$ cat src/rtl/tube_pkg.sv
// tube_pkg
// Shared constants for the seven-segment tube scanner.
//   HEX_SEG      : segment patterns {g,f,e,d,c,b,a} for nibble values 0..F
//   SEG_A..SEG_DP: bit positions of each segment on the 8-bit segment bus
package tube_pkg;

  localparam int SEG_A  = 0;
  localparam int SEG_B  = 1;
  localparam int SEG_C  = 2;
  localparam int SEG_D  = 3;
  localparam int SEG_E  = 4;
  localparam int SEG_F  = 5;
  localparam int SEG_G  = 6;
  localparam int SEG_DP = 7;

  // Entry n is the pattern for hex digit n (entry 15 written first).
  localparam logic [15:0][6:0] HEX_SEG = {
    7'h71, 7'h79, 7'h5E, 7'h39, 7'h7C, 7'h77, 7'h6F, 7'h7F,
    7'h07, 7'h7D, 7'h6D, 7'h66, 7'h4F, 7'h5B, 7'h06, 7'h3F
  };

endpackage

$ cat src/rtl/seg_hex_decode.sv
// seg_hex_decode
// Combinational nibble to seven-segment decoder.
// Ports:
//   nibble : 4-bit hex value
//   seg    : segments {g,f,e,d,c,b,a}, bit SEG_A = segment a, active-high
module seg_hex_decode
  import tube_pkg::*;
(
  input  logic [3:0] nibble,
  output logic [6:0] seg
);

  logic [6:0] pattern;

  assign pattern = HEX_SEG[nibble];

  // Table bits are already laid out at the bus positions of segments a..g.
  assign seg[SEG_A] = pattern[SEG_A];
  assign seg[SEG_B] = pattern[SEG_B];
  assign seg[SEG_C] = pattern[SEG_C];
  assign seg[SEG_D] = pattern[SEG_D];
  assign seg[SEG_E] = pattern[SEG_E];
  assign seg[SEG_F] = pattern[SEG_F];
  assign seg[SEG_G] = pattern[SEG_G];

endmodule

$ cat src/rtl/tube_scanner.sv
// tube_scanner
// Multiplexed seven-segment scanner with double-buffered, frame-synchronous
// updates, hex/raw modes, leading-zero suppression, per-digit blanking,
// an anti-ghost guard at the start of each dwell and PWM brightness.
// Ports:
//   clk, rst    : clock, synchronous active-high reset
//   load        : capture data/mode/dp/blank/lz into the pending buffer
//   data        : byte i drives digit i (hex mode uses the low nibble)
//   mode        : 0 = hex decode, 1 = raw segments
//   dp          : decimal point per digit (hex mode)
//   blank       : per-digit dark
//   lz          : leading-zero suppression enable (hex mode)
//   brightness  : live PWM duty
//   tube_dig    : one-hot digit select (active-high)
//   tube_seg    : {dp,g,f,e,d,c,b,a} (active-high)
//   frame_done  : one-cycle pulse after each completed frame
//   pending     : a buffered update is waiting for the frame boundary
module tube_scanner
  import tube_pkg::*;
#(
  parameter int NUM_DIGITS = 4,
  parameter int DIV_WIDTH  = 17,
  parameter int PWM_BITS   = 3,
  parameter int GUARD      = 16
) (
  input  logic                    clk,
  input  logic                    rst,
  input  logic                    load,
  input  logic [8*NUM_DIGITS-1:0] data,
  input  logic                    mode,
  input  logic [NUM_DIGITS-1:0]   dp,
  input  logic [NUM_DIGITS-1:0]   blank,
  input  logic                    lz,
  input  logic [PWM_BITS-1:0]     brightness,
  output logic [NUM_DIGITS-1:0]   tube_dig,
  output logic [7:0]              tube_seg,
  output logic                    frame_done,
  output logic                    pending
);

  localparam int IDX_W = (NUM_DIGITS > 1) ? $clog2(NUM_DIGITS) : 1;
  localparam logic [IDX_W-1:0]     LAST_IDX  = IDX_W'(NUM_DIGITS - 1);
  localparam logic [DIV_WIDTH-1:0] GUARD_CNT = DIV_WIDTH'(GUARD);

  logic [DIV_WIDTH-1:0] dwell;
  logic [IDX_W-1:0]     idx;
  logic                 dwell_wrap;
  logic                 boundary;

  // Pending (buffer) and displayed (active) copies of the frame content.
  logic [8*NUM_DIGITS-1:0] buf_data,  act_data;
  logic                    buf_mode,  act_mode;
  logic [NUM_DIGITS-1:0]   buf_dp,    act_dp;
  logic [NUM_DIGITS-1:0]   buf_blank, act_blank;
  logic                    buf_lz,    act_lz;
  logic                    pend_q;

  logic [7:0]            cur_byte;
  logic                  cur_dp;
  logic                  cur_blank;
  logic                  upper_zero;
  logic [6:0]            hex_seg;
  logic                  suppress;
  logic [PWM_BITS-1:0]   phase;
  logic                  lit;
  logic [7:0]            seg_next;
  logic [NUM_DIGITS-1:0] dig_next;

  assign dwell_wrap = &dwell;
  assign boundary   = dwell_wrap && (idx == LAST_IDX);

  always_ff @(posedge clk) begin
    if (rst) begin
      dwell <= '0;
      idx   <= '0;
    end else begin
      dwell <= dwell + 1'b1;
      if (dwell_wrap) begin
        idx <= (idx == LAST_IDX) ? '0 : idx + 1'b1;
      end
    end
  end

  // A load on the boundary cycle still promotes the previous buffer; the new
  // value lands in the buffer and keeps pending set for the next frame.
  always_ff @(posedge clk) begin
    if (rst) begin
      buf_data  <= '0;
      buf_mode  <= 1'b0;
      buf_dp    <= '0;
      buf_blank <= '0;
      buf_lz    <= 1'b0;
      pend_q    <= 1'b0;
      act_data  <= '0;
      act_mode  <= 1'b0;
      act_dp    <= '0;
      act_blank <= '1;
      act_lz    <= 1'b0;
    end else begin
      if (boundary && pend_q) begin
        act_data  <= buf_data;
        act_mode  <= buf_mode;
        act_dp    <= buf_dp;
        act_blank <= buf_blank;
        act_lz    <= buf_lz;
      end
      if (load) begin
        buf_data  <= data;
        buf_mode  <= mode;
        buf_dp    <= dp;
        buf_blank <= blank;
        buf_lz    <= lz;
        pend_q    <= 1'b1;
      end else if (boundary) begin
        pend_q <= 1'b0;
      end
    end
  end

  // Select the current digit's fields and find whether this digit and all
  // more significant nibbles are zero (for leading-zero suppression).
  always_comb begin
    cur_byte   = '0;
    cur_dp     = 1'b0;
    cur_blank  = 1'b0;
    upper_zero = 1'b1;
    for (int i = 0; i < NUM_DIGITS; i++) begin
      if (idx == IDX_W'(i)) begin
        cur_byte  = act_data[8*i +: 8];
        cur_dp    = act_dp[i];
        cur_blank = act_blank[i];
      end
      if ((IDX_W'(i) >= idx) && (act_data[8*i +: 4] != 4'h0)) begin
        upper_zero = 1'b0;
      end
    end
  end

  seg_hex_decode u_hex_decode (
    .nibble (cur_byte[3:0]),
    .seg    (hex_seg)
  );

  assign suppress = act_lz && (idx != '0) && upper_zero;
  assign phase    = dwell[DIV_WIDTH-1 -: PWM_BITS];
  assign lit      = (dwell >= GUARD_CNT) && (phase <= brightness) && !cur_blank;

  always_comb begin
    seg_next = '0;
    dig_next = '0;
    if (act_mode) begin
      seg_next = cur_byte;
    end else begin
      seg_next[SEG_DP]       = cur_dp;
      seg_next[SEG_G:SEG_A]  = suppress ? 7'h00 : hex_seg;
    end
    for (int i = 0; i < NUM_DIGITS; i++) begin
      dig_next[i] = lit && (idx == IDX_W'(i));
    end
  end

  always_ff @(posedge clk) begin
    if (rst) begin
      tube_dig   <= '0;
      tube_seg   <= '0;
      frame_done <= 1'b0;
    end else begin
      tube_dig   <= dig_next;
      tube_seg   <= lit ? seg_next : 8'h00;
      frame_done <= boundary;
    end
  end

  assign pending = pend_q;

endmodule
$ cat config.mk
export PLATFORM = sky130hd
export DESIGN_NAME = tube_scanner
export DESIGN_NICKNAME = d
export VERILOG_FILES = /design/src/rtl/tube_pkg.sv /design/src/rtl/seg_hex_decode.sv /design/src/rtl/tube_scanner.sv
export SDC_FILE = /design/constraint.sdc
export NUM_CORES = 1
export LEC_CHECK = 0
export ABC_AREA = 1
export CORE_AREA = 2 2 91 110
export DETAILED_ROUTE_END_ITERATION = 10
export DIE_AREA = 0 0 93 112
export PLACE_DENSITY = 0.77
export RECOVER_POWER = 25
export SLEW_MARGIN = 5
export SYNTH_ARGS = -nofsm -noshare
export SYNTH_HDL_FRONTEND = slang
export SYNTH_SLANG_ARGS = --single-unit
$ cat constraint.sdc
create_clock -name clk -period 2.75 [get_ports clk]
set_clock_uncertainty 0.2 [all_clocks]
set_input_delay 0.55 -clock clk [delete_from_list [all_inputs] [get_ports clk]]
set_output_delay 0.55 -clock clk [all_outputs]
set_load 0.05 [all_outputs]
# Yosys cells after proc, flatten, opt, wreduce, memory -nomap -nowiden
# Memories as Yosys holds them, arrays and structs flattened.
# Cells that the tools add are included.
# op_classes
order_cmp	7
n_eq_ne	3
bitwise_logic	1
muxes	22
reduce_logical	24
addsub	2
# op_table
op	count
8-bit 2-to-1 mux	5
17-bit by 1-bit adder with 17-bit output, second input constant	1
17-bit by 5-bit >= comparator with 1-bit output, second input constant	1
17-bit AND reduction	1
4-bit nonzero test	4
1-bit logical AND	14
1-bit 2-to-1 mux	14
7-bit 2-to-1 mux	2
4-bit by 5-bit < comparator with 1-bit output, second input constant	1
2-bit == test, second input constant	2
1-bit by 2-bit >= comparator with 1-bit output, first input constant	2
2-bit >= comparator, first input constant	2
2-bit nonzero test	2
3-bit <= comparator	1
2-bit by 1-bit adder with 2-bit output, second input constant	1
2-bit by 1-bit == test with 1-bit output, second input constant	1
2-bit zero test	1
2-bit 2-to-1 mux	1
2-bit OR reduction	1
1-bit zero test	1
1-bit inverter	1
# totals
mem_bits_ro	112
out_inout_bits	14
in_bits	48
register_bits	117
n_memories	1
word_cells	76
# memory_table
memory	depth	width	read_ports	rd_clocked_by_memory_dff	write_ports	line_no	source
(name not given)	16	7	1	0	0	seg_hex_decode.sv:15	assign pattern = HEX_SEG[nibble];

# Longest topological paths before layout
# logic_depth
ltp_word	9
depth_mapped	14
depth_no_buf	14

# By module
# A second synthesis with hierarchy kept.
# hier_totals
hier_cells	737
area_unflattened_um2	5165.0
# modules_own_cells
mod	n_inst	area_per_inst_um2	seq_area_each_um2	cells_per_inst
tube_scanner	1	4894.7	2342.2	685
seg_hex_decode	1	270.3	0.0	52

# Worst setup path after synthesis
# No wires, ideal clock.
# synth_path
path_kind	register -> register
start	reg dwell[0]
end	reg act_data[10]
path_slack_ps	338
required_time_ps	2422
period_less_slack_ps	2412
path_stages_with_launch	13
arrival_time_ps	2084
cell_sequence	dfxtp_1 > ha_1 > nand2_1 > nor3_2 > nand2_1 > nor4_2 > nand2_1 > nor2_1 > ha_1 > nand3_2 > clkbuf_1 > o21ai_0 > a21oi_1
# synth_via
elab_chain_cells	3
# synth_rtl
element	line_no	source
from (decl)	tube_scanner.sv:45	logic [DIV_WIDTH-1:0] dwell;
from (signal assigned)	tube_scanner.sv:77	dwell <= dwell + 1'b1;
17-bit AND reduction	tube_scanner.sv:69	assign dwell_wrap = &dwell;
1-bit logical AND	tube_scanner.sv:70	assign boundary = dwell_wrap && (idx == LAST_IDX);
1-bit logical AND	tube_scanner.sv:100	if (boundary && pend_q) begin
to (signal assigned)	tube_scanner.sv:101	act_data <= buf_data;
to (decl)	tube_scanner.sv:51	logic [8*NUM_DIGITS-1:0] buf_data, act_data;
# No other way between the ends.
# A chain may end at the register's enable or synchronous reset.

# Worst setup path in the final report
# layout_path
start	reg dwell[0]
end	reg act_data[11]
# Same word-level chain as after synthesis.

==> results <==
[cell type report]
| cell class | count | area [µm²] |
|---|---|---|
| clock buffers | 24 | 492 |
| well taps | 123 | 154 |
| fillers | 785 | 2980 |
| inverters | 51 | 193 |
| clock inverters | 8 | 144 |
| flip-flops and latches | 117 | 2340 |
| repair buffers | 79 | 764 |
| multi-input cells | 461 | 2300 |
[worst max path at each step]
stage / from / end / slack, ns
finish: dwell[0] / act_data[11] / 0.19
global route: dwell[0] / act_dp[3] / 0.007
CTS: dwell[0] / act_data[22] / 0.20
detailed placement: dwell[0] / act_data[27] / 0.26
global placement: brightness[2] / tube_dig[2] / 0.27
floorplan: dwell[0] / act_data[10] / 0.34
[logic make-up after synthesis]
kind of cell	synth area share, %
adder cells (fa/ha/maj)	4.25
flip-flops	46.8
buffers and inverters	7.03
AND/OR/NAND/NOR	24.7
AO/OA/AOI/OAI	16.6
XOR/XNOR	0.525
[registers in the layout, summed over array words and instances, names as in the netlist, 2 cells and up]
register	flops
buf_blank	4
dwell	17
buf_dp	4
act_dp	4
act_blank	4
tube_seg	8
tube_dig	4
buf_data	32
act_data	32
idx	2
[Yosys cell counts (2+ instances only)]
master | instances | share of area, %
nand3b_1 | 2 | 0.30
inv_2 | 4 | 0.30
nor3_1 | 2 | 0.20
buf_4 | 3 | 0.45
nand4_1 | 2 | 0.25
a21oi_1 | 69 | 6.9
buf_2 | 4 | 0.40
nor2_1 | 114 | 8.6
nand3_1 | 30 | 3.0
nand3_2 | 7 | 1.4
nor4_1 | 3 | 0.38
nand2_2 | 6 | 0.75
dfxtp_1 | 117 | 47
buf_1 | 3 | 0.23
inv_1 | 45 | 3.4
o21ai_1 | 4 | 0.40
clkbuf_1 | 22 | 1.7
xor2_1 | 3 | 0.53
o21ai_0 | 70 | 7.0
nor2_4 | 2 | 0.45
nor3b_1 | 2 | 0.30
a21oi_2 | 3 | 0.53
ha_1 | 17 | 4.3
o211ai_1 | 5 | 0.75
nor2_2 | 2 | 0.25
nand2_1 | 109 | 8.2
buf_6 | 2 | 0.45
[per-layer routing]
layer	part of all wire, %	up-vias	track usage [%]
met5	0	-	0
met4	1.6	0	8.53
met3	4.8	17	5.95
met2	50	131	41.4
met1	44	2037	30.1
li1	-	2296	-
[power groups by stage]
stage | Clock (mW) | Combinational [mW] | Sequential [mW]
after global routing | 2.43 | 0.211 | 1.78
after CTS | 2.35 | 0.191 | 1.77
after global placement | 0 | 0.184 | 1.80
after floorplan | 0 | 0.0905 | 1.80
after detailed placement | 0 | 0.188 | 1.81
final | 2.34 | 0.186 | 1.77
[metrics by stage]
step           setup WS, ns  cell area, µm²  util, %  cells  power, mW
6_report              0.194            6390     68.2    863       4.29
5_1_grt             0.00674            6390     68.2    863       4.42
4_1_cts               0.197            6410     68.5    863       4.32
3_5_place_dp          0.257            5780     61.7    831       1.99
3_3_place_gp          0.273            5780     61.7    831       1.99
2_1_floorplan         0.338            5000        -    663       1.89
[worst reg2reg max path, delay by kind of cell, from the launching register on]
| family | cells | cell delay (ns) |
|---|---|---|
| flops | 1 | 0.38 |
| compound gates | 2 | 0.29 |
| buf+inv | 1 | 0.20 |
| simple gates | 7 | 1.00 |
| fa+ha+maj | 2 | 0.37 |
[cells in the final DEF (no fill, tap or decap), types with 3 or more instances in the layout]
master	synthesis	routed
a21oi_1	69	69
a21oi_2	3	3
buf_4	3	14
bufinv_16	0	4
clkbuf_1	22	4
clkbuf_16	0	17
clkbuf_8	0	4
clkdlybuf4s50_1	0	60
clkinv_2	1	4
dfxtp_1	117	117
ha_1	17	17
inv_1	45	45
inv_2	4	4
nand2_1	109	110
nand2_2	6	5
nand3_1	30	30
nand3_2	7	7
nor2_1	114	115
nor4_1	3	3
o211ai_1	5	5
o21ai_0	70	70
o21ai_1	4	4
xor2_1	3	3
==> flow_results.org <==
** Route
- DR pass1 iterations :: 5
- The detailed router placed 4481 vias in this run.
- DR iter-0 viols :: 276
- WL final :: 11.7 mm
- Dividing the detail-routed wire length by the instance count gives 13.5 µm.
- Vias per cell :: 5.19
- The count of nets left with antenna violations once routing finished came out at 0.
- Number of DRC violations after detailed routing :: 0

** STA
- Minimum period implied by the final worst setup slack :: ~2.6 ns
- Setup repair after global routing left no endpoint under its margin.
- Final-layout setup total negative slack :: 0 ns
- Final setup vio count :: 0
- Worst slew slack as a fraction of its limit :: less than 1%
- Tightest hold margin :: 0.248 ns
- Max Clock Freq :: 391 MHz
- Max-slew violation count :: 0
- Hold Vio Cnt, Final :: 0
- Final worst-path cycle share :: between 90% and 100%
- Worst-Margin Slew :: 1.49 ns

** Floorplanning
- I/O pin count :: 62
- Die area :: 0.0104 mm²
- The die is 93 µm wide.
- In this run the core area contains 39 standard-cell rows.
- Die span in y :: approximately 110 µm
- The floorplan step defined a core boundary enclosing between 0.009 and 0.01 mm².
- The initial utilization of the core area, before any placement, comes to 53.4%.

** Critical path
- Biggest cell delay along the critical path :: about 0.38 ns
- For the worst setup path, the data required time is 2.83 ns.
- Slowest cell on crit path :: dfxtp_1
- Walking the worst path, the cells encountered are ha_1, nand2_1, nor3_2, nand2_1, nor4_2, nand2_1, nor2_1, ha_1, nand3_2, buf_12, o21ai_0, a21oi_1.
- Along the worst path, the maximum fanout reaches 52.
- Setup slack on the worst reg-to-reg path comes out at 0.19 ns.
- The startpoint identified for the worst register-to-register timing path is dwell[0].
- Reg-to-reg endpoint :: act_data[11]
- Worst reg-to-reg path cell count :: 12
- Among cell families on the critical path, the largest total delay comes from simple AND/OR/NAND/NOR gates.
- Crit path capture type :: register
- At the worst endpoint, the arrival time is 2.64 ns.
- The critical path runs through a total of 12 cells.
- By startpoint and endpoint, the worst setup path is classified as register to register.
- Setup crit start kind :: register
- The number of buffers and inverters on the critical path is 1.
- By instance count, the cell type seen most on the critical path is nand2_1.

** Status
- Outcome :: finished with violations
- The final reports fail on capacitance limit.

** Worst hold path
- Worst hold path depth :: 2
- Origin of the worst min-delay path :: act_data[5]
- Endpoint of the worst hold path :: act_data[5]
- The path class of the tightest hold or removal check is register to register.

** Placement
- Global placer's final weighted congestion :: around 0.85
- In this run the tool buffered the top-level ports with 61 buffer cells.
- Dpl hpwl :: about 8 mm

** Global route
- The via count of the first global-routing pass is 4456.
- Entering global routing, the biggest net connects 53 pins.
- Global routing consumed, over all layers together, 24.4% of the routing resources.
- The initial antenna violation count is 0.
- Wire length of the first global-routing pass :: approximately 20 mm
- Aggregate global routing overflow :: 0

** Power and ir drop
- For this design the total switching power over the nets is between 0.8 and 0.9 mW.
- Logic gate share of total power :: about 4.3%
- Int Pwr :: 3.45 mW
- Switching power as a share of total power :: 19.6%
- Portion of total power attributed to sequential cells :: 41.3%
- In this run the static leakage power is 2.61 nW.
- Proportion of power drawn by the clock network :: 54.4%
- PwrDens :: 672 mW/mm²
- Worst ir drop on vdd :: 0.000516 V

** Clock network
- Counting along the longest clock path gives a buffer depth of 2.
- TritonCTS created 17 clock buffers.
- The cell sitting at the root of the clock tree is a clkbuf_16.
- Clock sink count :: 117
- Postcts setup bufs :: 0
- Register clock-pin slew on the reported worst setup and hold paths :: 0.05 ns
- # H-tree levels :: 4
- TritonCTS built the clock tree.
- Hold buffer count at cts :: 0
- Clk Latency, worst-skew pair :: 0.40 ns
- Post-CTS repair changed the size of 0 cells.

** Logic synthesis
- In the synthesized netlist the dominant register cell turns out to be dfxtp_1.
- Counting flops and latches in the post-synthesis netlist gives 117.
- Post-Synthesis Cell Area :: 0.00500 mm²
- Number of enable-type register cells in the synthesized netlist :: 0
- In the synthesized netlist the async set-or-reset flop fraction comes to 0%.
- Average instance area after synthesis :: 7.54 µm²
- Number of nets in the synthesized netlist :: 728
- Of the synthesized area, sequential elements account for between 40 and 50%.
- Cell count after synthesis :: 663
- Cell variety after synth :: 38
- During synthesis, Yosys emitted a total of 0 warnings.

** Final layout
- Proportion of layout cells with a drive suffix above 1 :: 9.86%
- Post-layout net count :: 792
- Layout area overhead :: 27.8%
- 0 antenna diodes ended up in the layout.

** Job
- The tool flagged a number of max-cap violations equal to 1.
No activity file was read; power rests on OpenSTA's default activity.
